### config.mk
export PLATFORM = sky130hd
export DESIGN_NAME = sort5_stream_adapter
export DESIGN_NICKNAME = d
export VERILOG_FILES = /design/src/rtl/sort5_pkg.sv /design/src/rtl/sort5_stream_adapter.sv
export SDC_FILE = /design/constraint.sdc
export NUM_CORES = 1
export LEC_CHECK = 0
export BUFFER_PORTS_ARGS = -buffer_cell sky130_fd_sc_hd__buf_4
export CAP_MARGIN = 10
export CORE_AREA = 2 2 159 130
export CTS_CLUSTER_DIAMETER = 30
export DETAILED_ROUTE_END_ITERATION = 7
export DIE_AREA = 0 0 161 132
export PLACE_DENSITY = 0.8
export SLEW_MARGIN = 5
export SYNTH_ARGS = -nofsm -noshare
export SYNTH_HDL_FRONTEND = slang
export SYNTH_SLANG_ARGS = --single-unit
export TNS_END_PERCENT = 5
### constraint.sdc
create_clock -name iClk -period 3.1 [get_ports iClk]
set_clock_uncertainty 0.2 [all_clocks]
set_input_delay 0.155 -clock iClk [delete_from_list [all_inputs] [get_ports iClk]]
set_output_delay 0.155 -clock iClk [all_outputs]
set_load 0.02 [all_outputs]
### src/rtl/sort5_pkg.sv
// Shared definitions for the Sort5 slave register map and the stream adapter FSM.
package sort5_pkg;

   localparam logic [3:0] SORT5_ADDR_IN0     = 4'd0;
   localparam logic [3:0] SORT5_ADDR_START   = 4'd5;
   localparam logic [3:0] SORT5_ADDR_SORTED0 = 4'd6;
   localparam logic [3:0] SORT5_ADDR_SORTED4 = 4'd10;
   localparam logic [3:0] SORT5_ADDR_MEDIAN  = 4'd8;

   localparam int SORT5_NUM_WORDS = 5;

   typedef enum logic [2:0] {
      COLLECT,
      WRITE,
      START,
      SETTLE,
      READ,
      CAPTURE,
      EMIT
   } sort5_state_t;

endpackage

### src/rtl/sort5_stream_adapter.sv
// Stream-to-Avalon-MM master for the Sort5 slave: collect 5 words, sort, stream back.
// Build option SORT5_ADAPT_MEDIAN_ONLY_EN: read and emit only the median word.
module sort5_stream_adapter
   import sort5_pkg::*;
#(
   parameter int DATA_WIDTH    = 32,
   parameter int SETTLE_CYCLES = 2
) (
   input  logic                  iClk,
   input  logic                  iReset_n,
   input  logic                  iInValid,
   output logic                  oInReady,
   input  logic [DATA_WIDTH-1:0] iInData,
   output logic                  oOutValid,
   input  logic                  iOutReady,
   output logic [DATA_WIDTH-1:0] oOutData,
   output logic                  oOutLast,
   output logic                  oChipSelect_n,
   output logic                  oWrite_n,
   output logic                  oRead_n,
   output logic [3:0]            oAddress,
   output logic [DATA_WIDTH-1:0] oWriteData,
   input  logic [DATA_WIDTH-1:0] iReadData,
   output logic                  oBusy
);

`ifdef SORT5_ADAPT_MEDIAN_ONLY_EN
   localparam logic [3:0] RD_FIRST = SORT5_ADDR_MEDIAN;
   localparam logic [3:0] RD_LAST  = SORT5_ADDR_MEDIAN;
`else
   localparam logic [3:0] RD_FIRST = SORT5_ADDR_SORTED0;
   localparam logic [3:0] RD_LAST  = SORT5_ADDR_SORTED4;
`endif

   localparam int SW = (SETTLE_CYCLES > 1) ? $clog2(SETTLE_CYCLES) : 1;
   localparam logic [2:0] LAST_WORD = 3'(SORT5_NUM_WORDS - 1);

   sort5_state_t          r_state;
   logic [2:0]            r_cnt;
   logic [SW-1:0]         r_settle;
   logic [3:0]            r_idx;
   logic [DATA_WIDTH-1:0] r_buf [SORT5_NUM_WORDS];

   logic                  r_in_ready;
   logic                  r_out_valid;
   logic                  r_out_last;
   logic [DATA_WIDTH-1:0] r_out_data;
   logic                  r_cs_n;
   logic                  r_wr_n;
   logic                  r_rd_n;
   logic [3:0]            r_addr;
   logic [DATA_WIDTH-1:0] r_wdata;
   logic                  r_busy;

   // Bus strobes default to idle every cycle, so each access lasts exactly one cycle;
   // a state sets them on the edge that enters the state which owns the access.
   always_ff @(posedge iClk or negedge iReset_n) begin
      if (!iReset_n) begin
         r_state     <= COLLECT;
         r_cnt       <= '0;
         r_settle    <= '0;
         r_idx       <= '0;
         for (int i = 0; i < SORT5_NUM_WORDS; i++) r_buf[i] <= '0;
         r_in_ready  <= 1'b1;
         r_out_valid <= 1'b0;
         r_out_last  <= 1'b0;
         r_out_data  <= '0;
         r_cs_n      <= 1'b1;
         r_wr_n      <= 1'b1;
         r_rd_n      <= 1'b1;
         r_addr      <= '0;
         r_wdata     <= '0;
         r_busy      <= 1'b0;
      end else begin
         r_cs_n <= 1'b1;
         r_wr_n <= 1'b1;
         r_rd_n <= 1'b1;
         case (r_state)
            COLLECT: begin
               if (iInValid && r_in_ready) begin
                  r_buf[r_cnt] <= iInData;
                  if (r_cnt == LAST_WORD) begin
                     r_cnt      <= '0;
                     r_in_ready <= 1'b0;
                     r_busy     <= 1'b1;
                     r_state    <= WRITE;
                     r_cs_n     <= 1'b0;
                     r_wr_n     <= 1'b0;
                     r_addr     <= SORT5_ADDR_IN0;
                     r_wdata    <= r_buf[0];
                  end else begin
                     r_cnt <= r_cnt + 3'd1;
                  end
               end
            end
            WRITE: begin
               r_cs_n <= 1'b0;
               r_wr_n <= 1'b0;
               if (r_cnt == LAST_WORD) begin
                  r_cnt   <= '0;
                  r_addr  <= SORT5_ADDR_START;
                  r_wdata <= '0;
                  r_state <= START;
               end else begin
                  r_cnt   <= r_cnt + 3'd1;
                  r_addr  <= SORT5_ADDR_IN0 + {1'b0, r_cnt} + 4'd1;
                  r_wdata <= r_buf[r_cnt + 3'd1];
               end
            end
            START: begin
               r_settle <= '0;
               r_state  <= SETTLE;
            end
            SETTLE: begin
               if (r_settle == SW'(SETTLE_CYCLES - 1)) begin
                  r_idx   <= RD_FIRST;
                  r_cs_n  <= 1'b0;
                  r_rd_n  <= 1'b0;
                  r_addr  <= RD_FIRST;
                  r_state <= READ;
               end else begin
                  r_settle <= r_settle + 1'b1;
               end
            end
            READ: r_state <= CAPTURE;
            CAPTURE: begin
               r_out_data  <= iReadData;
               r_out_valid <= 1'b1;
               r_out_last  <= (r_idx == RD_LAST);
               r_state     <= EMIT;
            end
            EMIT: begin
               if (iOutReady) begin
                  r_out_valid <= 1'b0;
                  r_out_last  <= 1'b0;
                  if (r_idx == RD_LAST) begin
                     r_in_ready <= 1'b1;
                     r_busy     <= 1'b0;
                     r_state    <= COLLECT;
                  end else begin
                     r_idx   <= r_idx + 4'd1;
                     r_cs_n  <= 1'b0;
                     r_rd_n  <= 1'b0;
                     r_addr  <= r_idx + 4'd1;
                     r_state <= READ;
                  end
               end
            end
            default: begin
               r_in_ready <= 1'b1;
               r_busy     <= 1'b0;
               r_state    <= COLLECT;
            end
         endcase
      end
   end

   assign oInReady      = r_in_ready;
   assign oOutValid     = r_out_valid;
   assign oOutLast      = r_out_last;
   assign oOutData      = r_out_data;
   assign oChipSelect_n = r_cs_n;
   assign oWrite_n      = r_wr_n;
   assign oRead_n       = r_rd_n;
   assign oAddress      = r_addr;
   assign oWriteData    = r_wdata;
   assign oBusy         = r_busy;

endmodule

==> qor.txt, run 1 <==
CTS tree: built
Status: finished with violations
Cell Rows: 46
Distinct cells, synth: 58
Seq cells post-synth: 246
Fin Hold WS: -0.00695 ns
Seq/Total Area, Yosys: 0.549
Commonest cells post-synth: 242 x dfrtp_1, 169 x mux2_2, 45 x nand2_1
Post-synth EDFFs: 0
Setup CP Type: reg -> reg
Largest area contributor in the netlist: dfrtp_1
Layout cells sized above 1: 0.460
Largest net degree at the start of global routing: 87
Initial DRC Count: 600
Reg clk slew, reported paths: 0.05 ns
Reg2Reg Depth: 7
GP Congestion: 0.817
Clk buf depth: 3
Clock Latency Late Sink: 0.54 ns
FF/Latch Area: 6160 um^2
Yosys warnings: 0
Fmax: 372 MHz
Residual DRC: 0
Via density: 5.80
Setup-failing EPs final: 0
Yosys top cell area share: 0.540
Die ar.: 21300 um^2
CTS root buf: clkbuf_16
CTS Buf Count: 43
Hpwl dp: 15600 um
Peak VDD IR: 590 uV
Synth top area cells: dfrtp_1 54%, mux2_2 17%, mux4_2 5.8%, mux2_4 4.0%, a211oi_1 1.9%
Post-synth top flop: dfrtp_1
Worst EP arrival: 2.88 ns
Fill count: 1166
Vias in the first global route: 8340
Cell area after layout: 14800 um^2
FF-to-FF Start: r_cnt[1]
Mapped Nets: 887
Sink Count: 246
Nets: 1105
Tmin final: 2.69 ns
Final period util: 0.868
Placed Instance Area: 12600 um^2
RSZ-0062 raised after global routing: false
First-pass GRT wire length: 44900 um
Pleak: 6.96 nW
Post-route ant nets: 0
Flop-to-flop setup slack: 0.41 ns
GRT overflow: 0
Placeable Area: 19600 um^2
Initial Utilization: 0.573
Worst-margin pin slew: 0.991 ns
DRT Pass-1 Iters: 5
CP required: 3.29 ns
Die H: 132 um
Failing checks: negative hold slack
CTS H-tree lvls: 2
Fin Setup TNS: 0 ns
Port Buffer Count: 142
Pwr/cell area: 1080 nW/um^2
Synthesis-to-finish area growth: 31.7%
I/O Pins: 143
Die W: 161 um
Synthesized netlist cell count: 815
Final wirelength: 27400 um
Async SR Flop Fraction: 1.00
Path category of the worst min-delay check: in -> async
Setup bufs post-CTS: 0
All-Layer GR Usage: 0.266
Slew Viols, Final: 0
Slew HR: 0.340
Worst setup SP type: register
DR vias: 7728
Crit path max fanout: 21
Max Cap Viol: 0
Crit path launch: r_cnt[1]
Multi-input combinational cell area: 4740 um^2
Avg Synthesized Cell Area: 13.8 um^2
Synthesized cell area: 11200 um^2
Initial antenna violation count: 1
Critical path endpoint category: register
Most common cell in the netlist: dfrtp_1
DR WL/cell: 20.6 um
Hold Violations, Final: 1
R2R Path End: oWriteData[28]
routing by layer:
layer	GRT usage	wire [um]
met4	0.0913	622
met5	0	0
met3	0.0588	1850
met2	0.432	13200
met1	0.360	11700
where the power goes:
part	switching, mW	internal (mW)
Combinational	2.93	2.85
Sequential	0.867	4.46
Clock	1.74	3.15
Total	5.54	10.5
worst max-delay path by stage:
stage	end	slack (ns)	cells after the start
finish	oWriteData[28]	0.41	7
global route	oWriteData[25]	0.28	7
CTS	oWriteData[28]	0.42	7
detailed placement	oWriteData[22]	0.50	7
global placement	r_buf[15]	0.54	5
floorplan	oWriteData[21]	0.77	10
stage by stage:
step,utilization,hold slack [ns],power (mW),setup slack [ns],cells
CTS,0.755,0.0363,16.0,0.419,1332
global route,0.755,0.0652,16.8,0.278,1333
finish,0.755,-0.00695,16.0,0.409,1333
global placement,0.643,-0.0172,10.7,0.540,1185
detailed placement,0.643,-0.0175,11.0,0.496,1185
floorplan,-,-0.341,9.10,0.770,815
area by class of cell:
type,instances,share of cell area
Antenna cell,1,0.000169
Clock buffer,51,0.0783
Clock inverter,29,0.0246
Inverter,9,0.00229
Multi-Input combinational cell,499,0.321
Sequential cell,246,0.417
Tap cell,264,0.0224
Timing Repair Buffer,234,0.134
worst max-delay path, stage by stage (launching register included):
cell and delay [ns]:
dfrtp_1 0.48, inv_1 0.16, ha_2 0.37, buf_4 0.33, mux4_2 0.36, a21boi_0 0.14
a211oi_1 0.38, o31ai_1 0.14
what timing repair did:
item | 4_1_cts | 5_1_grt
hold endpoints to repair | 362 | 0
hold buffers | 67 | 0
resized for setup | 0 | 0
setup endpoints to repair | 0 | 0
flip-flops by register name, indices dropped and copies added (netlist names), 3 cells and up:
signal,count
oOutData,32
r_state,3
r_idx,4
oAddress,4
r_buf,160
oWriteData,32
r_cnt,3
layout by cell type, fill, tap and decap left out, types with 4 or more instances in the layout:
| cell type | count |
|---|---|
| a211oi_1 | 29 |
| a21boi_0 | 29 |
| a21oi_1 | 4 |
| a31oi_1 | 4 |
| buf_12 | 4 |
| buf_4 | 162 |
| bufinv_16 | 5 |
| clkbuf_1 | 4 |
| clkbuf_16 | 44 |
| clkinv_2 | 4 |
| dfrtp_1 | 241 |
| dfstp_2 | 4 |
| dlygate4sd3_1 | 67 |
| inv_1 | 8 |
| inv_6 | 9 |
| mux2_1 | 4 |
| mux2_2 | 169 |
| mux2_4 | 30 |
| mux4_2 | 29 |
| nand2_1 | 44 |
| nand3_1 | 15 |
| nand3b_1 | 5 |
| nor2_1 | 37 |
| o21ai_0 | 11 |
| o31ai_1 | 29 |
logic make-up (layout without fill, tap and decap cells):
logic type	after synthesis	after routing	share of synthesized area
compound gates	128	128	0.0833
xor+xnor	4	4	0.00312
fa+ha+maj	4	4	0.00446
buf+inv	70	323	0.0310
flops	246	246	0.549
mux	233	233	0.273
other cells	0	1	0
simple gates	130	130	0.0561
Note: power is estimated with default switching activity, not from simulation.
==> inputs of run 2 (changes only) <==
PLACE_DENSITY = 0.79   (was 0.8)
REMOVE_ABC_BUFFERS = 1   (was unset)
==> qor.txt, run 2 (same netlist as run 1, synthesis figures left out) <==
Status: complete, no violations (was finished with violations)
First-pass GRT wire length: 43900 um (was 44900 um)
Residual DRC: 0 (unchanged)
Gr busiest metal: met2 (unchanged)
Worst setup SP type: register (unchanged)
Placeable Area: 19600 um^2 (unchanged)
DR vias: 7770 (was 7728)
CTS tree: built (unchanged)
Worst path buffer plus inverter count: 1 (was 2)
FF-to-FF Start: r_cnt[1] (unchanged)
I/O Pins: 143 (unchanged)
Hpwl dp: 15500 um (was 15600 um)
Final Core Density: 0.753 (was 0.755)
Die W: 161 um (unchanged)
DR WL/cell: 20.5 um (was 20.6 um)
CTS root buf: clkbuf_16 (unchanged)
Met3 Use GR: 0.0466 (was 0.0588)
CTS H-tree lvls: 2 (unchanged)
Cell Rows: 46 (unchanged)
Fin Hold WS: 0.0367 ns (was -0.00695 ns)
Setup-failing EPs final: 0 (unchanged)
R2R Path End: oWriteData[4] (was oWriteData[28])
Final period util: 0.855 (was 0.868)
RSZ-0062 raised after global routing: false (unchanged)
Peak VDD IR: 581 uV (was 590 uV)
Final wirelength: 27300 um (was 27400 um)
All-Layer GR Usage: 0.262 (was 0.266)
Fmax: 377 MHz (was 372 MHz)
Via density: 5.85 (was 5.80)
Layout cells sized above 1: 0.461 (was 0.460)
Max Cap Viol: 0 (unchanged)
Critical path endpoint category: register (unchanged)
Die ar.: 21300 um^2 (unchanged)
Met2 usage: 0.440 (was 0.432)
Met1 usage: 0.350 (was 0.360)
Setup bufs post-CTS: 0 (unchanged)
Sink Count: 246 (unchanged)
Initial Utilization: 0.573 (unchanged)
Initial antenna violation count: 0 (was 1)
Initial DRC Count: 593 (was 600)
Most frequent cells in the layout: 241 x dfrtp_1, 169 x mux2_2, 160 x buf_4 (was 241 x dfrtp_1, 169 x mux2_2, 162 x buf_4)
Fill count: 1224 (was 1166)
Nets: 1103 (was 1105)
Worst EP arrival: 2.88 ns (about the same)
Die H: 132 um (unchanged)
Slew HR: 0.348 (was 0.340)
Clock Latency Late Sink: 0.53 ns (was 0.54 ns)
Antenna cells: 0 (was 1)
Critical Path Max Stage Delay: 0.53 ns (was 0.48 ns)
Clk buf depth: 3 (unchanged)
Flop-to-flop setup slack: 0.45 ns (was 0.41 ns)
Path category of the worst min-delay check: in -> async (unchanged)
CTS Buf Count: 41 (was 43)
Reg2Reg Depth: 6 (was 7)
Number of flip-flops in the largest register: 160 (unchanged)
Delay-heaviest family, CP: compound AO/OA/AOI/OAI gates (unchanged)
Reg with most FFs: r_buf (unchanged)
Pwr/cell area: 1080 nW/um^2 (about the same)
Port Buffer Count: 142 (unchanged)
Tmin final: 2.65 ns (was 2.69 ns)
Hold Violations, Final: 0 (was 1)
GRT overflow: 0 (unchanged)
Reg clk slew, reported paths: 0.06 ns (was 0.05 ns)
DRT Pass-1 Iters: 6 (was 5)
Crit path max fanout: 21 (unchanged)
Largest net degree at the start of global routing: 88 (was 87)
Most common cell after layout, fill and taps aside: dfrtp_1 (unchanged)
Pleak: 6.93 nW (was 6.96 nW)
Slowest-stage cell, CP: nand3b_1 (was dfrtp_1)
Post-route ant nets: 0 (unchanged)
CP required: 3.33 ns (was 3.29 ns)
Setup CP Type: reg -> reg (unchanged)
CP Cell Sequence: ha_1 > nand3b_1 > buf_12 > a21boi_0 > a211oi_1 > o31ai_1 (was inv_1 > ha_2 > buf_4 > mux4_2 > a21boi_0 > a211oi_1 > o31ai_1)
Synthesis-to-finish area growth: 31.3% (was 31.7%)
GP Congestion: 0.814 (was 0.817)
Slew Viols, Final: 0 (unchanged)
Vias in the first global route: 8084 (was 8340)
Worst-margin pin slew: 0.978 ns (was 0.991 ns)
Total chip power: 15.9 mW (was 16.0 mW)
## run 2: cell type report
cell class	instances	area (um^2)	share of cell area
clock buffers	43	1040	0.0709
clock inverters	33	409	0.0278
inverters	9	33.8	0.00229
multi-input cells	499	4740	0.322
flip-flops and latches	246	6160	0.418
well taps	264	330	0.0224
repair buffers	234	2010	0.136
## run 2: how the worst max path moves through the flow
stage / start / cells after the start / slack [ns] / endpoint
after global placement: r_cnt[0] / 6 / 0.58 / oWriteData[29]
after global routing: r_cnt[0] / 6 / 0.20 / oWriteData[2]
after detailed placement: r_cnt[1] / 7 / 0.46 / oWriteData[4]
after CTS: r_cnt[0] / 6 / 0.46 / oWriteData[2]
after floorplan: r_cnt[0] / 6 / -0.99 / oWriteData[10]
final: r_cnt[1] / 6 / 0.45 / oWriteData[4]
## run 2: through the flow
step | std cells | setup slack (ns) | setup TNS, ns | instance area [um^2]
global route | 1328 | 0.202 | 0 | 14700
CTS | 1328 | 0.456 | 0 | 14700
detailed placement | 1185 | 0.457 | 0 | 12600
floorplan | 754 | -0.992 | -79.10 | 10900
finish | 1328 | 0.451 | 0 | 14700
global placement | 1185 | 0.579 | 0 | 12600
## run 2: what timing repair did
| action | CTS | global route |
|---|---|---|
| resized for setup | 0 | 0 |
| hold endpoints to repair | 337 | 0 |
| hold buffers | 67 | 0 |
## run 2: layer usage
layer / wire length [um] / vias to the layer above
li1: - / 3447
met1: 11300 / 4017
met2: 13900 / 261
met3: 1540 / 45
met4: 480 / 0
met5: 0 / -
## run 2: worst reg2reg max path, stage by stage, from the launching register on
cell,delay [ns]
dfrtp_1,0.47
ha_1,0.41
nand3b_1,0.53
buf_12,0.37
a21boi_0,0.20
a211oi_1,0.09
o31ai_1,0.31
## run 2: power by group
group          internal [mW]  switching [mW]
clock                   3.01            1.69
sequential              4.46           0.883
combinational           2.91            2.92
total                   10.4            5.50
